`src/rtl/mips_pkg.sv`:
```
// Shared definitions for the instruction-fetch front end.
package mips_pkg;

  // Fetch FSM states: IDLE (free to issue), REQ (request held until ack),
  // WAIT (acked, awaiting data), DISCARD (acked but redirected, drop data).
  typedef enum logic [1:0] {
    IDLE    = 2'd0,
    REQ     = 2'd1,
    WAIT    = 2'd2,
    DISCARD = 2'd3
  } fetch_state_e;

  // Conditional-branch opcodes shared with decode/execute.
  localparam logic [5:0] BEQZ  = 6'h04;
  localparam logic [5:0] BNEQZ = 6'h05;

endpackage

```
`src/rtl/if_fifo.sv`:
```
// Prefetch queue: DEPTH entries of WIDTH bits, with flush, push and pop.
// The head entry is presented combinationally from the storage registers.
module if_fifo #(
  parameter  int DEPTH = 4,
  parameter  int WIDTH = 65,
  localparam int PTR_W = $clog2(DEPTH),
  localparam int CNT_W = PTR_W + 1
) (
  input  logic             clk1,
  input  logic             rst,
  input  logic             flush,
  input  logic             push,
  input  logic [WIDTH-1:0] push_data,
  input  logic             pop,
  output logic [WIDTH-1:0] head_data,
  output logic [CNT_W-1:0] count
);

  logic [WIDTH-1:0] mem_r [DEPTH];
  logic [PTR_W-1:0] wr_ptr_r;
  logic [PTR_W-1:0] rd_ptr_r;
  logic [CNT_W-1:0] count_r;
  logic [CNT_W-1:0] count_nxt_s;
  logic             push_s;
  logic             pop_s;

  // A pop on an empty queue and a push on a full queue are both ignored.
  assign pop_s  = pop && (count_r != {CNT_W{1'b0}});
  assign push_s = push && (count_r != CNT_W'(DEPTH));

  // Occupancy update; a simultaneous push and pop leaves it unchanged.
  always_comb begin
    count_nxt_s = count_r;
    case ({push_s, pop_s})
      2'b10:   count_nxt_s = count_r + CNT_W'(1'b1);
      2'b01:   count_nxt_s = count_r - CNT_W'(1'b1);
      default: count_nxt_s = count_r;
    endcase
  end

  // Storage and pointers; flush empties the queue and wins over push/pop.
  always_ff @(posedge clk1 or posedge rst) begin
    if (rst) begin
      wr_ptr_r <= {PTR_W{1'b0}};
      rd_ptr_r <= {PTR_W{1'b0}};
      count_r  <= {CNT_W{1'b0}};
      for (int i = 0; i < DEPTH; i++) begin
        mem_r[i] <= {WIDTH{1'b0}};
      end
    end else if (flush) begin
      wr_ptr_r <= {PTR_W{1'b0}};
      rd_ptr_r <= {PTR_W{1'b0}};
      count_r  <= {CNT_W{1'b0}};
    end else begin
      if (push_s) begin
        mem_r[wr_ptr_r] <= push_data;
        wr_ptr_r        <= wr_ptr_r + PTR_W'(1'b1);
      end
      if (pop_s) begin
        rd_ptr_r <= rd_ptr_r + PTR_W'(1'b1);
      end
      count_r <= count_nxt_s;
    end
  end

  assign head_data = mem_r[rd_ptr_r];
  assign count     = count_r;

endmodule

```
`src/rtl/if_prefetch_unit.sv`:
```
// Instruction prefetch unit: keeps at most one imem request in flight and
// buffers returned instructions in a small queue feeding the IF/ID stage.
// Taken-branch redirects flush the queue and drop any in-flight response.
module if_prefetch_unit
  import mips_pkg::*;
#(
  parameter int                ADDR_W   = 32,
  parameter int                DATA_W   = 32,
  parameter int                DEPTH    = 4,
  parameter logic [ADDR_W-1:0] RESET_PC = {ADDR_W{1'b0}}
) (
  input  logic              clk1,
  input  logic              rst,
  input  logic              halted,
  input  logic              redirect_valid,
  input  logic [ADDR_W-1:0] redirect_pc,
  output logic              imem_req,
  output logic [ADDR_W-1:0] imem_addr,
  input  logic              imem_ack,
  input  logic              imem_rvalid,
  input  logic [DATA_W-1:0] imem_rdata,
  output logic              if_valid,
  output logic [DATA_W-1:0] if_ir,
  output logic [ADDR_W-1:0] if_npc,
  output logic              if_taken_branch,
  input  logic              id_ready
);

  localparam int ENTRY_W = DATA_W + ADDR_W + 1;
  localparam int CNT_W   = $clog2(DEPTH) + 1;

  fetch_state_e       state_r;
  fetch_state_e       state_nxt_s;
  logic [ADDR_W-1:0]  pc_r;
  logic [ADDR_W-1:0]  pc_seq_s;
  logic [ADDR_W-1:0]  pc_nxt_s;
  logic               taken_pending_r;
  logic               taken_seq_s;
  logic               taken_pending_nxt_s;
  logic               imem_req_r;
  logic               push_s;
  logic               pop_s;
  logic               if_valid_s;
  logic [CNT_W-1:0]   count_s;
  logic [ENTRY_W-1:0] head_s;
  logic [ENTRY_W-1:0] push_data_s;

  // Next-state, PC and push decisions; a redirect overrides PC and marks
  // the next fetched instruction as the branch target.
  always_comb begin
    state_nxt_s = state_r;
    pc_seq_s    = pc_r;
    taken_seq_s = taken_pending_r;
    push_s      = 1'b0;
    case (state_r)
      IDLE: begin
        // Space check against the current occupancy guarantees the queue
        // can never overflow with a single request in flight.
        if (!redirect_valid && !halted && (count_s < CNT_W'(DEPTH))) begin
          state_nxt_s = REQ;
        end else begin
          state_nxt_s = IDLE;
        end
      end
      REQ: begin
        if (imem_ack) begin
          pc_seq_s = pc_r + ADDR_W'(1'b1);
          if (redirect_valid) begin
            state_nxt_s = DISCARD;
          end else begin
            state_nxt_s = WAIT;
          end
        end else if (redirect_valid) begin
          state_nxt_s = IDLE;
        end else begin
          state_nxt_s = REQ;
        end
      end
      WAIT: begin
        if (imem_rvalid) begin
          state_nxt_s = IDLE;
          if (!redirect_valid) begin
            push_s      = 1'b1;
            taken_seq_s = 1'b0;
          end else begin
            push_s = 1'b0;
          end
        end else if (redirect_valid) begin
          state_nxt_s = DISCARD;
        end else begin
          state_nxt_s = WAIT;
        end
      end
      DISCARD: begin
        if (imem_rvalid) begin
          state_nxt_s = IDLE;
        end else begin
          state_nxt_s = DISCARD;
        end
      end
      default: begin
        state_nxt_s = IDLE;
      end
    endcase
    pc_nxt_s            = redirect_valid ? redirect_pc : pc_seq_s;
    taken_pending_nxt_s = redirect_valid ? 1'b1 : taken_seq_s;
  end

  // FSM state, PC, pending-branch flag and the registered request strobe.
  always_ff @(posedge clk1 or posedge rst) begin
    if (rst) begin
      state_r         <= IDLE;
      pc_r            <= RESET_PC;
      taken_pending_r <= 1'b0;
      imem_req_r      <= 1'b0;
    end else begin
      state_r         <= state_nxt_s;
      pc_r            <= pc_nxt_s;
      taken_pending_r <= taken_pending_nxt_s;
      imem_req_r      <= (state_nxt_s == REQ);
    end
  end

  // PC only advances on ack, so it is stable while the request is held.
  assign imem_req  = imem_req_r;
  assign imem_addr = pc_r;

  // In WAIT the PC has already advanced past the fetched word, so it is
  // exactly the address-plus-one carried with the instruction.
  assign push_data_s = {imem_rdata, pc_r, taken_pending_r};
  assign pop_s       = if_valid_s && id_ready && !redirect_valid;

  if_fifo #(
    .DEPTH (DEPTH),
    .WIDTH (ENTRY_W)
  ) u_fifo (
    .clk1      (clk1),
    .rst       (rst),
    .flush     (redirect_valid),
    .push      (push_s),
    .push_data (push_data_s),
    .pop       (pop_s),
    .head_data (head_s),
    .count     (count_s)
  );

  assign if_valid_s      = (count_s != {CNT_W{1'b0}});
  assign if_valid        = if_valid_s;
  assign if_ir           = head_s[ENTRY_W-1 -: DATA_W];
  assign if_npc          = head_s[ADDR_W:1];
  assign if_taken_branch = if_valid_s & head_s[0];

endmodule

```
`config.mk`:
```
export PLATFORM = sky130hd
export DESIGN_NAME = if_prefetch_unit
export DESIGN_NICKNAME = d
export VERILOG_FILES = /design/src/rtl/mips_pkg.sv /design/src/rtl/if_fifo.sv /design/src/rtl/if_prefetch_unit.sv
export SDC_FILE = /design/constraint.sdc
export NUM_CORES = 1
export LEC_CHECK = 0
export CAP_MARGIN = 20
export CORE_MARGIN = 3
export CORE_UTILIZATION = 40
export DETAILED_ROUTE_END_ITERATION = 7
export GPL_TIMING_DRIVEN = 1
export SYNTH_ARGS = -nofsm -noshare
export SYNTH_HDL_FRONTEND = slang
export SYNTH_SLANG_ARGS = --single-unit
```
`constraint.sdc`:
```
create_clock -name clk1 -period 19.1 [get_ports clk1]
set_clock_uncertainty 0.2 [all_clocks]
set_input_delay 3.82 -clock clk1 [delete_from_list [all_inputs] [get_ports clk1]]
set_output_delay 3.82 -clock clk1 [all_outputs]
set_load 0.02 [all_outputs]
```
==> results of run 1 <==
power by group through the flow:
stage | clock, mW | combinational [mW] | sequential (mW)
final | 0.656 | 0.678 | 0.918
after global routing | 0.704 | 0.725 | 0.943
after CTS | 0.679 | 0.689 | 0.919
after detailed placement | 0 | 0.685 | 0.929
after global placement | 0 | 0.677 | 0.925
after floorplan | 0 | 0.421 | 0.891
cells in the mapped netlist (4+ instances only):
master and instances:
dfrtp_1 303, mux2_2 247, mux4_2 65, o21ai_0 39
a21oi_1 30, buf_2 29, clkbuf_1 24, nand2_1 24
nor2_1 23, nand3_1 17, nor3_1 14, buf_4 13
buf_1 10, mux2_1 10, and3_1 9, nand4_1 9
or3_1 9, inv_1 8, a211oi_1 6, ha_1 6
and4_1 5, a31oi_1 4, mux2i_1 4, nor4_1 4
through the flow:
stage | hold WS [ps] | area (sq um) | power, mW | util
after floorplan | 244.6 | 14070 | 1.312 | -
after global placement | 259.4 | 16030 | 1.603 | 0.4629
after detailed placement | 270.2 | 16030 | 1.614 | 0.4629
after CTS | 284.3 | 17140 | 2.287 | 0.4951
after global routing | 295.5 | 17200 | 2.372 | 0.4966
final | 284.0 | 17200 | 2.252 | 0.4966
cells by family after synthesis:
| logic type | count (synthesis) | synth area share |
|---|---|---|
| muxes | 326 | 0.3126 |
| DFF | 303 | 0.5389 |
| adders and majority gates | 7 | 0.006758 |
| AOI/OAI and AO/OA | 109 | 0.04793 |
| and+or+nand+nor | 141 | 0.05940 |
| xor gates and xnor gates | 4 | 0.002490 |
| buffers and inverters | 90 | 0.03193 |
layer usage:
layer  global-route usage  vias up
li1                     -     3945
met1               0.2502     4571
met2               0.2845      192
met3              0.03901       32
met4              0.03054        2
met5                    0        -
cell type report:
cell class              instances  area share
well taps                     455     0.03310
repair buffers                180      0.1059
inverters                       8    0.002183
flip-flops and latches        303      0.4413
clock inverters                 6    0.006330
multi-input cells             587      0.3526
clock buffers                  53     0.05849
critical path, stage by stage, from the launching register on:
cell and delay, ps:
dfrtp_4 980, buf_4 630, mux4_2 560, and2_1 160, clkdlybuf4s50_1 560
path summary, 6_finish.rpt:
| kind | endpoint | startpoint | cells after the start | slack, ps |
|---|---|---|---|---|
| max in group asynchronous | u_fifo.rd_ptr_r[1] | rst | 4 | 13450 |
| max reg2reg | u_fifo.mem_r[76] | state_r[0] | 5 | 15870 |
| min reg2reg | u_fifo.mem_r[146] | u_fifo.mem_r[146] | 2 | 280 |
| min | u_fifo.mem_r[146] | u_fifo.mem_r[146] | 2 | 280 |
| min in group asynchronous | u_fifo.mem_r[241] | rst | 2 | 3570 |
| max | if_taken_branch | u_fifo.rd_ptr_r[0] | 4 | 11670 |
sequential cells by signal (all words and copies together) (netlist names):
signal	flops
u_fifo.wr_ptr_r	2
state_r	2
u_fifo.mem_r	260
u_fifo.count	3
imem_addr	32
taken_pending_r	1
imem_req	1
u_fifo.rd_ptr_r	2
==> flow_summary.json, run 1 <==
{
  "synth_edf_count": 0,
  "async_reset_ff_frac": 1.000,
  "hp-class": "flip-flop to flip-flop",
  "period_needed_ps": 7434,
  "avgSynthCellArea_sq_um": 14.36,
  "p_per_area_nw_per_um2": 130.9,
  "holdBufCountCts": 0,
  "routed_wl_microns": 33110,
  "ios": 170,
  "fin_cells": 1592,
  "hpwl_microns": 20220,
  "internal_power_mw": 1.561,
  "yosysUniqueCellTypes": 64,
  "cts_buffers": 35,
  "num_antenna_cells": 0,
  "cts-resized-gates": 0,
  "setup_tns_ps": 0,
  "p_switching_mw": 0.6900,
  "fp.dieW_microns": 193.6,
  "grt_overflow": 0,
  "wl_met3_microns": 1675,
  "drtIter0Drc": 455,
  "gp_congestion": 0.7599,
  "multi_input_area_sq_um": 6065,
  "fillers": 3039,
  "place_ws_ps": 11840,
  "cts_tree": "done",
  "p_leak_nw": 7.692,
  "placementRows": 68,
  "ys_seq_area_frac": 0.5389,
  "max_freq_mhz": 134.5,
  "path_class": "flip-flop to output port",
  "power_frac_comb": 0.301,
  "cp_data_arrival_time_ps": 3410,
  "grt_pass1_vias": 9052,
  "regArea_sq_um": 7590,
  "report.final.hold_viol_count": 0,
  "wl_met2_microns": 15790,
  "routed.top_layer": "met5",
  "postCtsSetupBuffers": 0,
  "antenna_found_initial": 2,
  "synth_area_leaders": "dfrtp_1 (54%), mux2_2 (20%), mux4_2 (10%)",
  "layout_commonest_cell": "dfrtp_1",
  "synth_top_area_share": 0.5389,
  "vdd_drop_max_v": 0.00007173,
  "die_h_microns": 193.6,
  "clkLatencyLatePin_ps": 500,
  "cts_sinks": 303,
  "placedCellCount": 1531,
  "maxSlewHeadroom": 0.3929,
  "cts_root_buffer": "clkbuf_16",
  "port-buffer-count": 169,
  "max-clock-path-buffers": 3,
  "syn_to_final_growth_pct": 22.23,
  "layout_common_cells": "dfrtp_1 (301), mux2_2 (247), clkdlybuf4s50_1 (168)",
  "seq_power_share": 0.408,
  "syn_inst": 980,
  "synth_warnings": 0,
  "fin_crit_sh": 0.3892,
  "yosysTopAreaCell": "dfrtp_1",
  "wire_per_inst_microns": 20.80,
  "finalSetupViolations": 0,
  "outcome": "complete, no violations",
  "worstMarginPinSlew_ps": 910.6,
  "grt_pass1_wl_microns": 53060,
  "crit_fanout": 37,
  "critPathCaptureType": "output port",
  "synthFlopType": "dfrtp_1",
  "start_util": 0.4063,
  "vias": 8742,
  "routedLengthMet1_microns": 15240,
  "worstSetupStartpointType": "flip-flop",
  "firstDrtPassIters": 4,
  "gr-usage-all-layers": 0.1762,
  "required_ps": 15080,
  "grt_max_degree": 162,
  "remaining_drc_errors": 0,
  "cap_violations": 0,
  "path_clk_slew_ps": 60,
  "rsz0062_at_grt": "false",
  "synth_fp_nets": 1058,
  "htreeDepth": 2,
  "viasPerCell": 5.491,
  "syn_area_sq_um": 14070,
  "pwr-share-clk": 0.291,
  "dieArea_sq_um": 37460,
  "drtAntennaViolNets": 0,
  "synth_seq_cells": 303,
  "drive_gt1_frac": 0.3456,
  "drv_slew": 0,
  "power.share.switching": 0.3065,
  "core-area_sq_um": 34630,
  "nets": 1193,
  "worst_slack_ps": 11670
}
Note: power is estimated with default switching activity, not from simulation.
==> run 2, diff against run 1 <==
==> constraint.sdc (replaced) <==
create_clock -name clk1 -period 7.73 [get_ports clk1]
set_clock_uncertainty 0.2 [all_clocks]
set_input_delay 1.546 -clock clk1 [delete_from_list [all_inputs] [get_ports clk1]]
set_output_delay 1.546 -clock clk1 [all_outputs]
set_load 0.02 [all_outputs]
==> run 2 against run 1 <==
  * Cell count grew 0.19%
  * Flip-flop and latch count is the same
  * Worst hold slack got worse by 5.9 ps
  * Clock power grew 130%
  * Wire length grew 0.57%
==> flow_summary.json, run 2 (synthesis gave the netlist of run 1 again) <==
{
  "vias": 8760,
  "gp_congestion": 0.7772,
  "internal_power_mw": 3.766,
  "fp.dieW_microns": 193.6,
  "power.share.switching": 0.3124,
  "regArea_sq_um": 7590,
  "drive_gt1_frac": 0.3491,
  "seq_power_share": 0.415,
  "max_freq_mhz": 200.0,
  "htreeDepth": 2,
  "required_ps": 5980,
  "grt_max_degree": 138,
  "cts_tree": "done",
  "layout_commonest_cell": "dfrtp_1",
  "worstMarginPinSlew_ps": 1006,
  "die_h_microns": 193.6,
  "dieArea_sq_um": 37460,
  "critPathCaptureType": "output port",
  "wire_per_inst_microns": 20.88,
  "cap_violations": 0,
  "largest_register_ffs": 260,
  "p_leak_nw": 7.670,
  "core-area_sq_um": 34630,
  "postCtsSetupBuffers": 0,
  "gr-usage-all-layers": 0.1781,
  "hpwl_microns": 20650,
  "grt_pass1_wl_microns": 53660,
  "firstDrtPassIters": 5,
  "layout_common_cells": "dfrtp_1 (301), mux2_2 (247), clkdlybuf4s50_1 (168)",
  "outcome": "complete, no violations",
  "hp-class": "flip-flop to flip-flop",
  "fin_cells": 1595,
  "drtAntennaViolNets": 0,
  "crit_fanout": 50,
  "cp_data_arrival_time_ps": 3250,
  "holdWs_ps": 278.1,
  "cts_buffers": 35,
  "max-clock-path-buffers": 3,
  "viasPerCell": 5.492,
  "place_ws_ps": 2735,
  "drv_slew": 0,
  "worstSetupStartpointType": "flip-flop",
  "pwr-share-clk": 0.279,
  "worst_slack_ps": 2729,
  "vdd_drop_max_v": 0.0001718,
  "syn_to_final_growth_pct": 21.73,
  "multi_input_area_sq_um": 6065,
  "holdBufCountCts": 0,
  "path_class": "flip-flop to output port",
  "routed_wl_microns": 33300,
  "power_frac_comb": 0.306,
  "grt_overflow": 0,
  "num_antenna_cells": 0,
  "period_needed_ps": 5001,
  "antenna_found_initial": 1,
  "rsz0062_at_grt": "false",
  "maxSlewHeadroom": 0.3293,
  "grt_pass1_vias": 9055,
  "start_util": 0.4063,
  "cts_sinks": 303,
  "placedCellCount": 1534,
  "fillers": 3011,
  "cts-resized-gates": 0,
  "finalSetupViolations": 0,
  "report.final.hold_viol_count": 0,
  "clkLatencyLatePin_ps": 500,
  "remaining_drc_errors": 0,
  "p_switching_mw": 1.711,
  "port-buffer-count": 169,
  "fin_crit_sh": 0.6469,
  "largest_register": "u_fifo.mem_r",
  "nets": 1195,
  "path_clk_slew_ps": 60,
  "ios": 170,
  "setup_tns_ps": 0,
  "cts_root_buffer": "clkbuf_16",
  "p_per_area_nw_per_um2": 319.8,
  "drtIter0Drc": 423,
  "placementRows": 68
}
-- run 2: cell count changes in the layout (fill, tap and decap cells not counted) --
cell,before,now
buf_16,2,1
buf_4,8,11
bufinv_16,3,0
clkbuf_1,14,12
clkbuf_8,2,3
clkinv_2,2,8
clkinv_4,1,0
clkinvlp_4,0,1
inv_8,1,0
-- run 2: area by class of cell --
type | instances | area share
Clock buffer | 52 | 0.05910
Clock inverter | 8 | 0.002338
Inverter | 8 | 0.001973
Multi-Input combinational cell | 587 | 0.3541
Sequential cell | 303 | 0.4432
Tap cell | 455 | 0.03324
Timing Repair Buffer | 182 | 0.1061
-- run 2: path summary, 6_finish.rpt --
kind | from | endpoint | slack, ps | depth (start not counted)
setup / recovery | u_fifo.rd_ptr_r[0] | if_npc[31] | 2730 | 3
hold / removal | u_fifo.mem_r[211] | u_fifo.mem_r[211] | 280 | 2
setup reg to reg | state_r[0] | u_fifo.mem_r[110] | 4410 | 5
hold reg to reg | u_fifo.mem_r[211] | u_fifo.mem_r[211] | 280 | 2
max in group asynchronous | rst | u_fifo.mem_r[253] | 4620 | 4
min in group asynchronous | rst | u_fifo.mem_r[10] | 1170 | 2
-- run 2: power by group through the flow --
stage	combinational (mW)	sequential (mW)	clock (mW)
final	1.68	2.27	1.53
after global placement	1.67	2.29	0
after global routing	1.79	2.33	1.64
after floorplan	1.04	2.20	0
after detailed placement	1.69	2.30	0
after CTS	1.70	2.28	1.58
-- run 2: worst max-delay path, cell delays in order (launching register included) --
cell and delay [ps]:
dfrtp_4 1090, buf_4 510, mux4_2 560, clkdlybuf4s50_1 590
-- run 2: per-stage QoR --
stage / util / total power [mW] / instance area (sq um)
finish: 0.4946 / 5.477 / 17130
global route: 0.4946 / 5.767 / 17130
CTS: 0.4938 / 5.558 / 17100
detailed placement: 0.4634 / 3.997 / 16050
global placement: 0.4634 / 3.962 / 16050
floorplan: - / 3.244 / 14070
-- run 2: metal layers --
layer,GRT usage,share of wire
met5,0,0.00045
met4,0.03509,0.014
met3,0.03431,0.052
met2,0.2872,0.47
met1,0.2547,0.46
==> run 3, diff against run 2 <==
==> constraint.sdc (replaced) <==
create_clock -name clk1 -period 4 [get_ports clk1]
set_clock_uncertainty 0.2 [all_clocks]
set_input_delay 0.8 -clock clk1 [delete_from_list [all_inputs] [get_ports clk1]]
set_output_delay 0.8 -clock clk1 [all_outputs]
set_load 0.02 [all_outputs]
==> run 3 against run 2 <==
  * Power is 96% higher
  * Worst hold slack worse by 2.9 ps
  * Wire length grew 1.2%
  * Critical path depth unchanged
  * Global-route usage rose by 0.14 points
==> flow_summary.json, run 3 (synthesis gave the netlist of run 1 again) <==
{
  "cts_root_buffer": "clkbuf_16",
  "largest_register_ffs": 260,
  "seq_power_share": 0.408,
  "max_freq_mhz": 272.7,
  "htreeDepth": 2,
  "p_switching_mw": 3.330,
  "remaining_drc_errors": 0,
  "maxSlewHeadroom": 0.4842,
  "rsz0062_at_grt": "false",
  "cts_buffers": 35,
  "worstMarginPinSlew_ps": 773.8,
  "viasPerCell": 5.488,
  "drive_gt1_frac": 0.3613,
  "fin_cells": 1601,
  "p_leak_nw": 7.760,
  "internal_power_mw": 7.390,
  "pwr-share-clk": 0.287,
  "placedCellCount": 1544,
  "drtAntennaViolNets": 0,
  "cts_tree": "done",
  "outcome": "complete, no violations",
  "postCtsSetupBuffers": 0,
  "holdBufCountCts": 0,
  "power_frac_comb": 0.305,
  "worstSetupStartpointType": "flip-flop",
  "firstDrtPassIters": 4,
  "max-clock-path-buffers": 3,
  "nets": 1204,
  "gr-usage-all-layers": 0.1795,
  "fillers": 2998,
  "cp_data_arrival_time_ps": 2670,
  "report.final.hold_viol_count": 0,
  "worst_slack_ps": 333.4,
  "vdd_drop_max_v": 0.0003897,
  "grt_max_degree": 134,
  "gp_congestion": 0.7704,
  "power.share.switching": 0.3106,
  "p_per_area_nw_per_um2": 619.1,
  "cts-resized-gates": 0,
  "period_needed_ps": 3667,
  "dieArea_sq_um": 37460,
  "hp-class": "flip-flop to flip-flop",
  "cts_sinks": 303,
  "crit_fanout": 31,
  "port-buffer-count": 169,
  "path_clk_slew_ps": 60,
  "num_antenna_cells": 0,
  "clkLatencyLatePin_ps": 510,
  "core-area_sq_um": 34630,
  "place_ws_ps": 571.1,
  "grt_pass1_vias": 9115,
  "hpwl_microns": 21390,
  "wire_per_inst_microns": 21.04,
  "finalSetupViolations": 0,
  "die_h_microns": 193.6,
  "path_class": "flip-flop to output port",
  "largest_register": "u_fifo.mem_r",
  "routed_wl_microns": 33690,
  "critPathCaptureType": "output port",
  "layout_commonest_cell": "dfrtp_1",
  "whs_path_depth": 2,
  "drtIter0Drc": 403,
  "finalPower_mw": 10.72,
  "ios": 170,
  "rr_worst_depth": 6,
  "placementRows": 68,
  "fp.dieW_microns": 193.6,
  "grt_overflow": 0,
  "syn_to_final_growth_pct": 23.07,
  "grt_pass1_wl_microns": 53970,
  "drv_slew": 0,
  "start_util": 0.4063,
  "antenna_found_initial": 2,
  "required_ps": 3000,
  "setup_tns_ps": 0,
  "layout_common_cells": "dfrtp_1 (301), mux2_2 (247), clkdlybuf4s50_1 (168)",
  "vias": 8787,
  "final_core_util": 0.5000,
  "cap_violations": 0,
  "fin_crit_sh": 0.9167
}
-- run 3: changes by cell type in the layout (fill, tap and decap cells not counted), sizes merged --
cell / previous run / this run
buf: 14 / 23
clkbuf: 52 / 47
bufinv: 0 / 1
clkinv: 8 / 7
clkinvlp: 1 / 2
inv: 7 / 8
-- run 3: worst max-delay path: stages, from the launching register on --
cell and delay [ps]:
dfrtp_4 680, buf_12 310, mux4_2 590, clkdlybuf4s50_1 570
-- run 3: metrics by stage --
step	cell area [sq um]	hold slack, ps
detailed placement	16210	264.8
global route	17320	302.2
CTS	17320	277.4
finish	17320	275.2
floorplan	14070	244.6
global placement	16210	258.3
-- run 3: layout make-up --
| cell class | instances | area (sq um) | share of cell area |
|---|---|---|---|
| clock inverters | 10 | 85.08 | 0.004914 |
| inverters | 8 | 33.78 | 0.001951 |
| well taps | 455 | 569.3 | 0.03288 |
| repair buffers | 191 | 1952 | 0.1127 |
| flip-flops and latches | 303 | 7590 | 0.4383 |
| multi-input cells | 587 | 6065 | 0.3502 |
| clock buffers | 47 | 1021 | 0.05896 |
-- run 3: metal layers --
layer,global-route usage,part of all wire,vias to the layer above
met5,0,0.0010,-
met1,0.2540,0.46,4587
met3,0.04424,0.057,40
met4,0.03509,0.014,4
li1,-,-,3955
met2,0.2853,0.47,201
-- run 3: worst paths after layout --
| check | from | to | slack, ps |
|---|---|---|---|
| worst max-delay path | u_fifo.rd_ptr_r[0] | if_npc[31] | 330 |
| worst min-delay path | u_fifo.mem_r[81] | u_fifo.mem_r[81] | 280 |
| worst max register to register | state_r[0] | u_fifo.mem_r[38] | 1340 |
| worst min register to register | u_fifo.mem_r[81] | u_fifo.mem_r[81] | 280 |
| max in group asynchronous | rst | u_fifo.mem_r[236] | 2290 |
| min in group asynchronous | rst | u_fifo.mem_r[138] | 360 |
-- run 3: power groups by stage --
stage	Combinational [mW]	Clock, mW	Sequential (mW)
after floorplan	2.01	0	4.26
after global placement	3.26	0	4.41
after detailed placement	3.30	0	4.43
after CTS	3.32	3.17	4.38
after global routing	3.50	3.30	4.49
final	3.27	3.08	4.38
